[src/rtl/ps2_pkg.sv]
// Shared constants and types for the PS/2 keyboard host command sequencer.
package ps2_pkg;

    localparam logic [7:0] CMD_RESET     = 8'hFF;
    localparam logic [7:0] CMD_SET_LED   = 8'hED;
    localparam logic [7:0] CMD_TYPEMATIC = 8'hF3;

    localparam logic [7:0] RSP_ACK      = 8'hFA;
    localparam logic [7:0] RSP_RESEND   = 8'hFE;
    localparam logic [7:0] RSP_BAT_OK   = 8'hAA;
    localparam logic [7:0] RSP_BAT_FAIL = 8'hFC;

    // Bit positions inside led_state and the 0xED mask byte.
    localparam int LED_CAPS   = 2;
    localparam int LED_NUM    = 1;
    localparam int LED_SCROLL = 0;

    localparam int TMR_W = 32;

    typedef enum logic [2:0] {
        ST_STARTUP,
        ST_TX,
        ST_WAIT_RSP,
        ST_WAIT_BAT,
        ST_IDLE,
        ST_FAIL
    } state_t;

    // Which byte is in flight, so an ACK knows what comes next.
    typedef enum logic [2:0] {
        PH_RESET,
        PH_LED_CMD,
        PH_LED_MASK,
        PH_TYPE_CMD,
        PH_TYPE_ARG
    } phase_t;

endpackage

[src/rtl/ps2_kbd_host_ctrl_if.sv]
// Command/receive port bundle shared between PS2_Controller and its host-side clients.
interface ps2_kbd_host_ctrl_if;
    logic [7:0] received_data;
    logic       received_data_en;
    logic       command_was_sent;
    logic       error_communication_timed_out;
    logic       send_command;
    logic [7:0] the_command;

    modport master (
        output send_command, the_command,
        input  received_data, received_data_en,
        input  command_was_sent, error_communication_timed_out
    );

    modport slave (
        input  send_command, the_command,
        output received_data, received_data_en,
        output command_was_sent, error_communication_timed_out
    );
endinterface

[src/rtl/ps2_timeout_ctr.sv]
// Loadable down-counter; expired is high while armed and the count has reached zero.
module ps2_timeout_ctr #(
    parameter int W = 32
) (
    input  logic         clk,
    input  logic         rst,
    input  logic         load,
    input  logic         clr,
    input  logic [W-1:0] load_val,
    output logic         running,
    output logic         expired
);
    logic [W-1:0] cnt;

    // NOTE: sequential state uses non-blocking assignments so every register samples pre-edge values.
    always_ff @(posedge clk or posedge rst) begin
        if (rst) begin
            cnt     <= '0;
            running <= 1'b0;
        end else if (load) begin
            cnt     <= load_val;
            running <= 1'b1;
        end else if (clr) begin
            cnt     <= '0;
            running <= 1'b0;
        end else if (running && cnt != '0) begin
            cnt <= cnt - 1'b1;
        end
    end

    assign expired = running && (cnt == '0);
endmodule

[src/rtl/ps2_kbd_host_ctrl.sv]
// PS/2 keyboard host sequencer: reset/BAT init, LED sync, resend/timeout retry.
// Optional typematic setup after BAT is enabled with `define PS2_TYPEMATIC_EN.
module ps2_kbd_host_ctrl
    import ps2_pkg::*;
#(
    parameter int STARTUP_CYCLES = 5_000_000,
    parameter int ACK_TIMEOUT    = 1_000_000,
    parameter int BAT_TIMEOUT    = 50_000_000,
    parameter int MAX_RETRY      = 3
`ifdef PS2_TYPEMATIC_EN
    ,
    parameter logic [7:0] TYPEMATIC_BYTE = 8'h20
`endif
) (
    input  logic                       CLOCK_50,
    input  logic                       reset,
    ps2_kbd_host_ctrl_if.master        ps2,
    input  logic                       caps_toggle,
    input  logic                       num_toggle,
    input  logic                       scroll_toggle,
    output logic [2:0]                 led_state,
    output logic                       busy,
    output logic                       init_done,
    output logic                       error
);
    localparam int RETRY_W = $clog2(MAX_RETRY + 2);

    state_t               state, state_d;
    phase_t               phase, phase_d;
    logic [7:0]           cmd_byte, cmd_d;
    logic [RETRY_W-1:0]   retry, retry_d;
    logic                 pend, pend_d;
    logic [2:0]           led_d;
    logic                 init_d, err_d;
    logic                 fail_attempt;
    logic                 tmr_load, tmr_clr, tmr_run, tmr_exp;
    logic [TMR_W-1:0]     tmr_val;
    logic [2:0]           tog;

    assign tog = {caps_toggle, num_toggle, scroll_toggle};

    ps2_timeout_ctr #(.W(TMR_W)) u_tmr (
        .clk      (CLOCK_50),
        .rst      (reset),
        .load     (tmr_load),
        .clr      (tmr_clr),
        .load_val (tmr_val),
        .running  (tmr_run),
        .expired  (tmr_exp)
    );

    always_ff @(posedge CLOCK_50 or posedge reset) begin
        if (reset) begin
            state     <= ST_STARTUP;
            phase     <= PH_RESET;
            cmd_byte  <= 8'h00;
            retry     <= '0;
            pend      <= 1'b0;
            led_state <= 3'b000;
            init_done <= 1'b0;
            error     <= 1'b0;
        end else begin
            state     <= state_d;
            phase     <= phase_d;
            cmd_byte  <= cmd_d;
            retry     <= retry_d;
            pend      <= pend_d;
            led_state <= led_d;
            init_done <= init_d;
            error     <= err_d;
        end
    end

    // NOTE: every always_comb output gets a default first so no path can infer a latch.
    always_comb begin
        state_d      = state;
        phase_d      = phase;
        cmd_d        = cmd_byte;
        retry_d      = retry;
        pend_d       = pend;
        led_d        = led_state;
        init_d       = init_done;
        err_d        = error;
        fail_attempt = 1'b0;
        tmr_load     = 1'b0;
        tmr_clr      = 1'b0;
        tmr_val      = '0;

        if (state != ST_FAIL && state != ST_STARTUP && tog != 3'b000) begin
            led_d  = led_state ^ tog;
            pend_d = 1'b1;
        end

        case (state)
            ST_STARTUP: begin
                if (!tmr_run) begin
                    tmr_load = 1'b1;
                    tmr_val  = TMR_W'(STARTUP_CYCLES - 1);
                end else if (tmr_exp) begin
                    cmd_d   = CMD_RESET;
                    phase_d = PH_RESET;
                    state_d = ST_TX;
                end
            end
            ST_TX: begin
                tmr_clr = 1'b1;
                if (ps2.command_was_sent) begin
                    tmr_load = 1'b1;
                    tmr_val  = TMR_W'(ACK_TIMEOUT - 1);
                    state_d  = ST_WAIT_RSP;
                end else if (ps2.error_communication_timed_out) begin
                    fail_attempt = 1'b1;
                end
            end
            ST_WAIT_RSP: begin
                if (ps2.received_data_en) begin
                    if (ps2.received_data == RSP_ACK) begin
                        retry_d = '0;
                        case (phase)
                            PH_RESET: begin
                                tmr_load = 1'b1;
                                tmr_val  = TMR_W'(BAT_TIMEOUT - 1);
                                state_d  = ST_WAIT_BAT;
                            end
                            PH_LED_CMD: begin
                                cmd_d   = {5'b0, led_state};
                                phase_d = PH_LED_MASK;
                                state_d = ST_TX;
                            end
`ifdef PS2_TYPEMATIC_EN
                            PH_TYPE_CMD: begin
                                cmd_d   = TYPEMATIC_BYTE;
                                phase_d = PH_TYPE_ARG;
                                state_d = ST_TX;
                            end
                            PH_TYPE_ARG: begin
                                init_d  = 1'b1;
                                state_d = ST_IDLE;
                            end
`endif
                            default: state_d = ST_IDLE;
                        endcase
                    end else if (ps2.received_data == RSP_RESEND) begin
                        fail_attempt = 1'b1;
                    end
                end else if (tmr_exp) begin
                    fail_attempt = 1'b1;
                end
            end
            ST_WAIT_BAT: begin
                if (ps2.received_data_en && ps2.received_data == RSP_BAT_OK) begin
`ifdef PS2_TYPEMATIC_EN
                    cmd_d   = CMD_TYPEMATIC;
                    phase_d = PH_TYPE_CMD;
                    state_d = ST_TX;
`else
                    init_d  = 1'b1;
                    state_d = ST_IDLE;
`endif
                    if (led_state != 3'b000) pend_d = 1'b1;
                end else if ((ps2.received_data_en && ps2.received_data == RSP_BAT_FAIL) || tmr_exp) begin
                    err_d   = 1'b1;
                    state_d = ST_FAIL;
                end
            end
            ST_IDLE: begin
                if (pend) begin
                    // A toggle landing in this very cycle must still schedule another sequence.
                    pend_d  = (tog != 3'b000);
                    cmd_d   = CMD_SET_LED;
                    phase_d = PH_LED_CMD;
                    state_d = ST_TX;
                end
            end
            ST_FAIL: ;
            default: state_d = ST_FAIL;
        endcase

        if (fail_attempt) begin
            if (retry < RETRY_W'(MAX_RETRY)) begin
                retry_d = retry + 1'b1;
                state_d = ST_TX;
            end else begin
                err_d   = 1'b1;
                state_d = ST_FAIL;
            end
        end
    end

    assign ps2.send_command = (state == ST_TX);
    assign ps2.the_command  = cmd_byte;
    assign busy             = (state != ST_IDLE) && (state != ST_FAIL);
endmodule

[src/flat_wrapper.sv]
// flat-port wrapper written by rule: the top's interface ports become plain ports
module ps2_kbd_host_ctrl_flat import ps2_pkg::*;
#(
    parameter int STARTUP_CYCLES = 5_000_000,
    parameter int ACK_TIMEOUT    = 1_000_000,
    parameter int BAT_TIMEOUT    = 50_000_000,
    parameter int MAX_RETRY      = 3

)
  (CLOCK_50, reset, caps_toggle, num_toggle, scroll_toggle, led_state, busy, init_done, error, ps2_send_command, ps2_the_command, ps2_received_data, ps2_received_data_en, ps2_command_was_sent, ps2_error_communication_timed_out);
  ps2_kbd_host_ctrl_if ps2_i ();
  input  logic CLOCK_50;
  input  logic reset;
  input  logic caps_toggle;
  input  logic num_toggle;
  input  logic scroll_toggle;
  output logic [2:0] led_state;
  output logic busy;
  output logic init_done;
  output logic error;
  output wire logic [$bits(ps2_i.send_command)-1:0] ps2_send_command;
  output wire logic [$bits(ps2_i.the_command)-1:0] ps2_the_command;
  input wire logic [$bits(ps2_i.received_data)-1:0] ps2_received_data;
  input wire logic [$bits(ps2_i.received_data_en)-1:0] ps2_received_data_en;
  input wire logic [$bits(ps2_i.command_was_sent)-1:0] ps2_command_was_sent;
  input wire logic [$bits(ps2_i.error_communication_timed_out)-1:0] ps2_error_communication_timed_out;
  assign ps2_send_command = ps2_i.send_command;
  assign ps2_the_command = ps2_i.the_command;
  assign ps2_i.received_data = ps2_received_data;
  assign ps2_i.received_data_en = ps2_received_data_en;
  assign ps2_i.command_was_sent = ps2_command_was_sent;
  assign ps2_i.error_communication_timed_out = ps2_error_communication_timed_out;
  ps2_kbd_host_ctrl #(.STARTUP_CYCLES(STARTUP_CYCLES), .ACK_TIMEOUT(ACK_TIMEOUT), .BAT_TIMEOUT(BAT_TIMEOUT), .MAX_RETRY(MAX_RETRY)) u_core (.CLOCK_50(CLOCK_50), .reset(reset), .ps2(ps2_i), .caps_toggle(caps_toggle), .num_toggle(num_toggle), .scroll_toggle(scroll_toggle), .led_state(led_state), .busy(busy), .init_done(init_done), .error(error));
endmodule
[config.mk]
export PLATFORM = sky130hd
export DESIGN_NAME = ps2_kbd_host_ctrl_flat
export DESIGN_NICKNAME = d
export VERILOG_FILES = /design/src/rtl/ps2_pkg.sv /design/src/rtl/ps2_kbd_host_ctrl_if.sv /design/src/rtl/ps2_timeout_ctr.sv /design/src/rtl/ps2_kbd_host_ctrl.sv /design/src/flat_wrapper.sv
export SDC_FILE = /design/constraint.sdc
export NUM_CORES = 1
export LEC_CHECK = 0
export ABC_AREA = 1
export CORE_UTILIZATION = 40
export CTS_CLUSTER_SIZE = 25
export DETAILED_ROUTE_END_ITERATION = 8
export GPL_TIMING_DRIVEN = 0
export SYNTH_ARGS = -nofsm -noshare
export SYNTH_HDL_FRONTEND = slang
export SYNTH_SLANG_ARGS = --single-unit
[constraint.sdc]
create_clock -name CLOCK_50 -period 2.11 [get_ports CLOCK_50]
set_input_delay 0.3165 -clock CLOCK_50 [delete_from_list [all_inputs] [get_ports CLOCK_50]]
set_output_delay 0.3165 -clock CLOCK_50 [all_outputs]
set_load 0.01 [all_outputs]
==> impl_metrics.csv <==
group,metric,value,unit
logic_synthesis,netlist_area,3300,um^2
logic_synthesis,yosys.area.top_type,"dfrtp_1",
logic_synthesis,synth_top_area_share,39.5,%
die,fp.dieW,92.8,um
route,wl_per_cell,14.1,um
logic_synthesis,syn_inst,458,
power,power.density,1480,nW/um^2
logic_synthesis,synthTopCellsByArea,"dfrtp_1, nand2_1, nor2_1, nand3_1, inv_1",
sta,timing.slew.headroom,65.1,%
grt,overflow,0,
clocking,numCtsBuffers,5,
route,firstDrtPassIters,4,
logic_synthesis,synth_area_per_cell,7.20,um^2
die,io_pins,31,
critical_path,max_stage_delay,0.54,ns
clocking,cts_tree,"yes",
sta,skew,0.0157,ns
clocking,root_buffer,"clkbuf_8",
placed_design,portBuffers,30,
critical_path,critPathCaptureType,"output port",
route,ant_nets,0,
placed_design,dp_slack,-0.170,ns
grt,grt_max_degree,34,
final_layout,nets,525,
sta,hold_viol,0,
grt,grt_pass1_vias,3089,
clocking,clockBufferDepth,2,
clocking,cts.sinks,52,
die,die_y,92.8,um
power,cellLeakagePower,1.86,nW
sta,timing.fmax,495,MHz
sta,fin_crit_sh,95.7,%
job,cap_violations,0,
route,avgViaCountPerCell,5.21,
grt,antenna_found_initial,0,
clocking,cts_hold_buf,0,
critical_path,cp_max_fo,7,
sta,fin_crit,2.02,ns
placed_design,gp_congestion,0.850,
sta,worstMarginPinSlew,0.518,ns
logic_synthesis,synth-seq-cells,52,
logic_synthesis,ys_seq_area_share,39.5,%
die,initial_core_util,42.0,%
die,core_area,7850,um^2
placed_design,dp_hpwl,6.47,mm
route,drt_wl_total,8.58,mm
final_layout,design_area,4030,um^2
run_status,status,"finished, final reports clean",
critical_path,cp.required,1.79,ns
final_layout,drive_above_1_share,15.6,%
final_layout,area_delta_synth_final,22.3,%
critical_path,start_kind,"flip-flop",
power,vdd_drop_max,0.000706,V
critical_path,arrival,1.70,ns
critical_path,path_class,"reg2out",
die,rows,32,
final_layout,antenna_cells,0,
grt,grt_usage,21.8,%
sta,slew_viol_final,0,
grt,grt_first_pass_wirelength,14.8,mm
critical_path,crit_chain,"inv_2 -> nor2_2 -> nand2_4 -> inv_6 -> clkdlybuf4s50_1",
route,drcViolationCount,0,
power,p_total,5.97,mW
critical_path,slowest_stage,"clkdlybuf4s50_1",
sta,worst_slack,0.0915,ns
clocking,cts.reportedPaths.clkPinSlew,0.10,ns
logic_synthesis,yosys_warnings,0,
route,vias,3163,
worst_hold_path,holdCritPathClass,"in2async",
logic_synthesis,synth_cell_types,35,
die,die-area,8610,um^2
clocking,worstSkewPairLatency,0.31,ns
sta,finalSetupViolCount,0,
clocking,htree_levels,2,
route,first_iter_violations,208,
logic_synthesis,synth_nets,477,
placed_design,post_dp_cell_area,3740,um^2
sequential cells by signal (all words and copies together), names as in the netlist:
name / cells
u_core.ps2.the_command: 5
u_core.u_tmr.cnt: 32
u_core.state: 3
u_core.led_state: 3
u_core.u_tmr.running: 1
u_core.init_done: 1
u_core.pend: 1
u_core.phase: 2
u_core.retry: 3
u_core.error: 1
path summary, 6_finish.rpt:
kind,end,cells after the start,slack [ns],from
min,u_core.u_tmr.cnt[5]$_DFFE_PP0P_,2,0.32,reset
max in group asynchronous,u_core.state[1]$_DFFE_PP0P_,3,1.23,reset
min reg2reg,u_core.error$_DFF_PP0_,2,0.48,u_core.error$_DFF_PP0_
max reg2reg,u_core.ps2.the_command[2]$_DFFE_PP0P_,11,0.16,u_core.u_tmr.cnt[16]$_DFFE_PP0P_
min in group CLOCK_50,u_core.error$_DFF_PP0_,2,0.48,u_core.error$_DFF_PP0_
max,ps2_send_command,5,0.09,u_core.state[0]$_DFFE_PP0P_
where the power goes:
group	switching (mW)	total (mW)	internal (mW)
Combinational	2.09	3.49	1.41
Clock	0.345	0.687	0.342
Sequential	0.393	1.79	1.40
Total	2.82	5.97	3.15
cells in the mapped netlist (all sizes together):
cell type	number
or3	1
a211oi	1
o211ai	1
nand4	9
dfrtp	52
nand3	39
a21oi	15
nor2	84
o21ai	29
nor3	8
o21bai	1
nand2	111
a31oi	2
xor2	12
nand3b	2
inv	53
or2	2
ha	3
nor4	3
buf	9
o2111ai	2
a22oi	14
o21a	1
xnor2	3
o311ai	1
final cells by class:
type / instances / area [um^2]
Fill cell: 835 / 3820
Sequential cell: 52 / 1300
Buffer: 9 / 72.6
Clock inverter: 1 / 30.0
Tap cell: 102 / 128
Clock buffer: 5 / 68.8
Inverter: 53 / 209
Timing Repair Buffer: 41 / 410
Multi-Input combinational cell: 344 / 1810
placed cells by master (no fill, tap or decap), types with 3 or more instances in the layout:
| cell type | synthesis | routed |
|---|---|---|
| a21oi_1 | 15 | 15 |
| a22oi_1 | 14 | 14 |
| buf_4 | 6 | 15 |
| clkbuf_8 | 0 | 5 |
| clkdlybuf4s50_1 | 0 | 29 |
| dfrtp_1 | 52 | 50 |
| inv_1 | 47 | 44 |
| inv_2 | 6 | 6 |
| nand2_1 | 105 | 100 |
| nand2_2 | 4 | 9 |
| nand3_1 | 37 | 36 |
| nand3_2 | 2 | 3 |
| nand4_1 | 9 | 9 |
| nor2_1 | 73 | 65 |
| nor2_2 | 9 | 11 |
| nor2_4 | 2 | 8 |
| nor3_1 | 8 | 5 |
| nor3_2 | 0 | 3 |
| nor4_1 | 3 | 3 |
| o21ai_0 | 18 | 16 |
| o21ai_1 | 8 | 10 |
| o21ai_2 | 3 | 3 |
| xnor2_1 | 3 | 3 |
| xor2_1 | 12 | 12 |
what timing repair did:
| item | CTS | global route |
|---|---|---|
| setup endpoints to repair | 20 | 37 |
| pin swaps | 0 | 8 |
| resized for setup | 6 | 29 |
| setup buffers | 1 | 9 |
layer usage:
metal	global-route usage [%]	routed length, um	vias to the layer above	share of wire [%]
met4	8.46	248	0	2.9
met2	36.8	4160	77	48
met5	0	0	-	0
li1	-	-	1591	-
met1	27.8	3830	1475	45
met3	3.20	342	20	4.0
per-stage QoR:
step                hold slack, ns  instances  TNS, ns  utilization, %
floorplan                    0.450        458        0               -
global placement             0.457        590   -31.30            47.4
detailed placement           0.461        591    -2.53            47.7
CTS                          0.343        598  -0.0292            49.3
global route                 0.352        607  -0.0264            51.4
finish                       0.320        607        0            51.4
cell families after synthesis:
kind of cell,share of synthesized area [%]
AND/OR/NAND/NOR,34.9
adder cells (fa/ha/maj),1.14
XOR/XNOR,3.99
flip-flops,39.5
buffers and inverters,8.24
AO/OA/AOI/OAI,12.3
critical path: cells and delay by family, from the launching register on:
family                 cells  cell delay, ns
DFF                        1            0.44
buffers and inverters      3            0.72
and+or+nand+nor            2            0.23
Note: power is estimated with default switching activity, not from simulation.
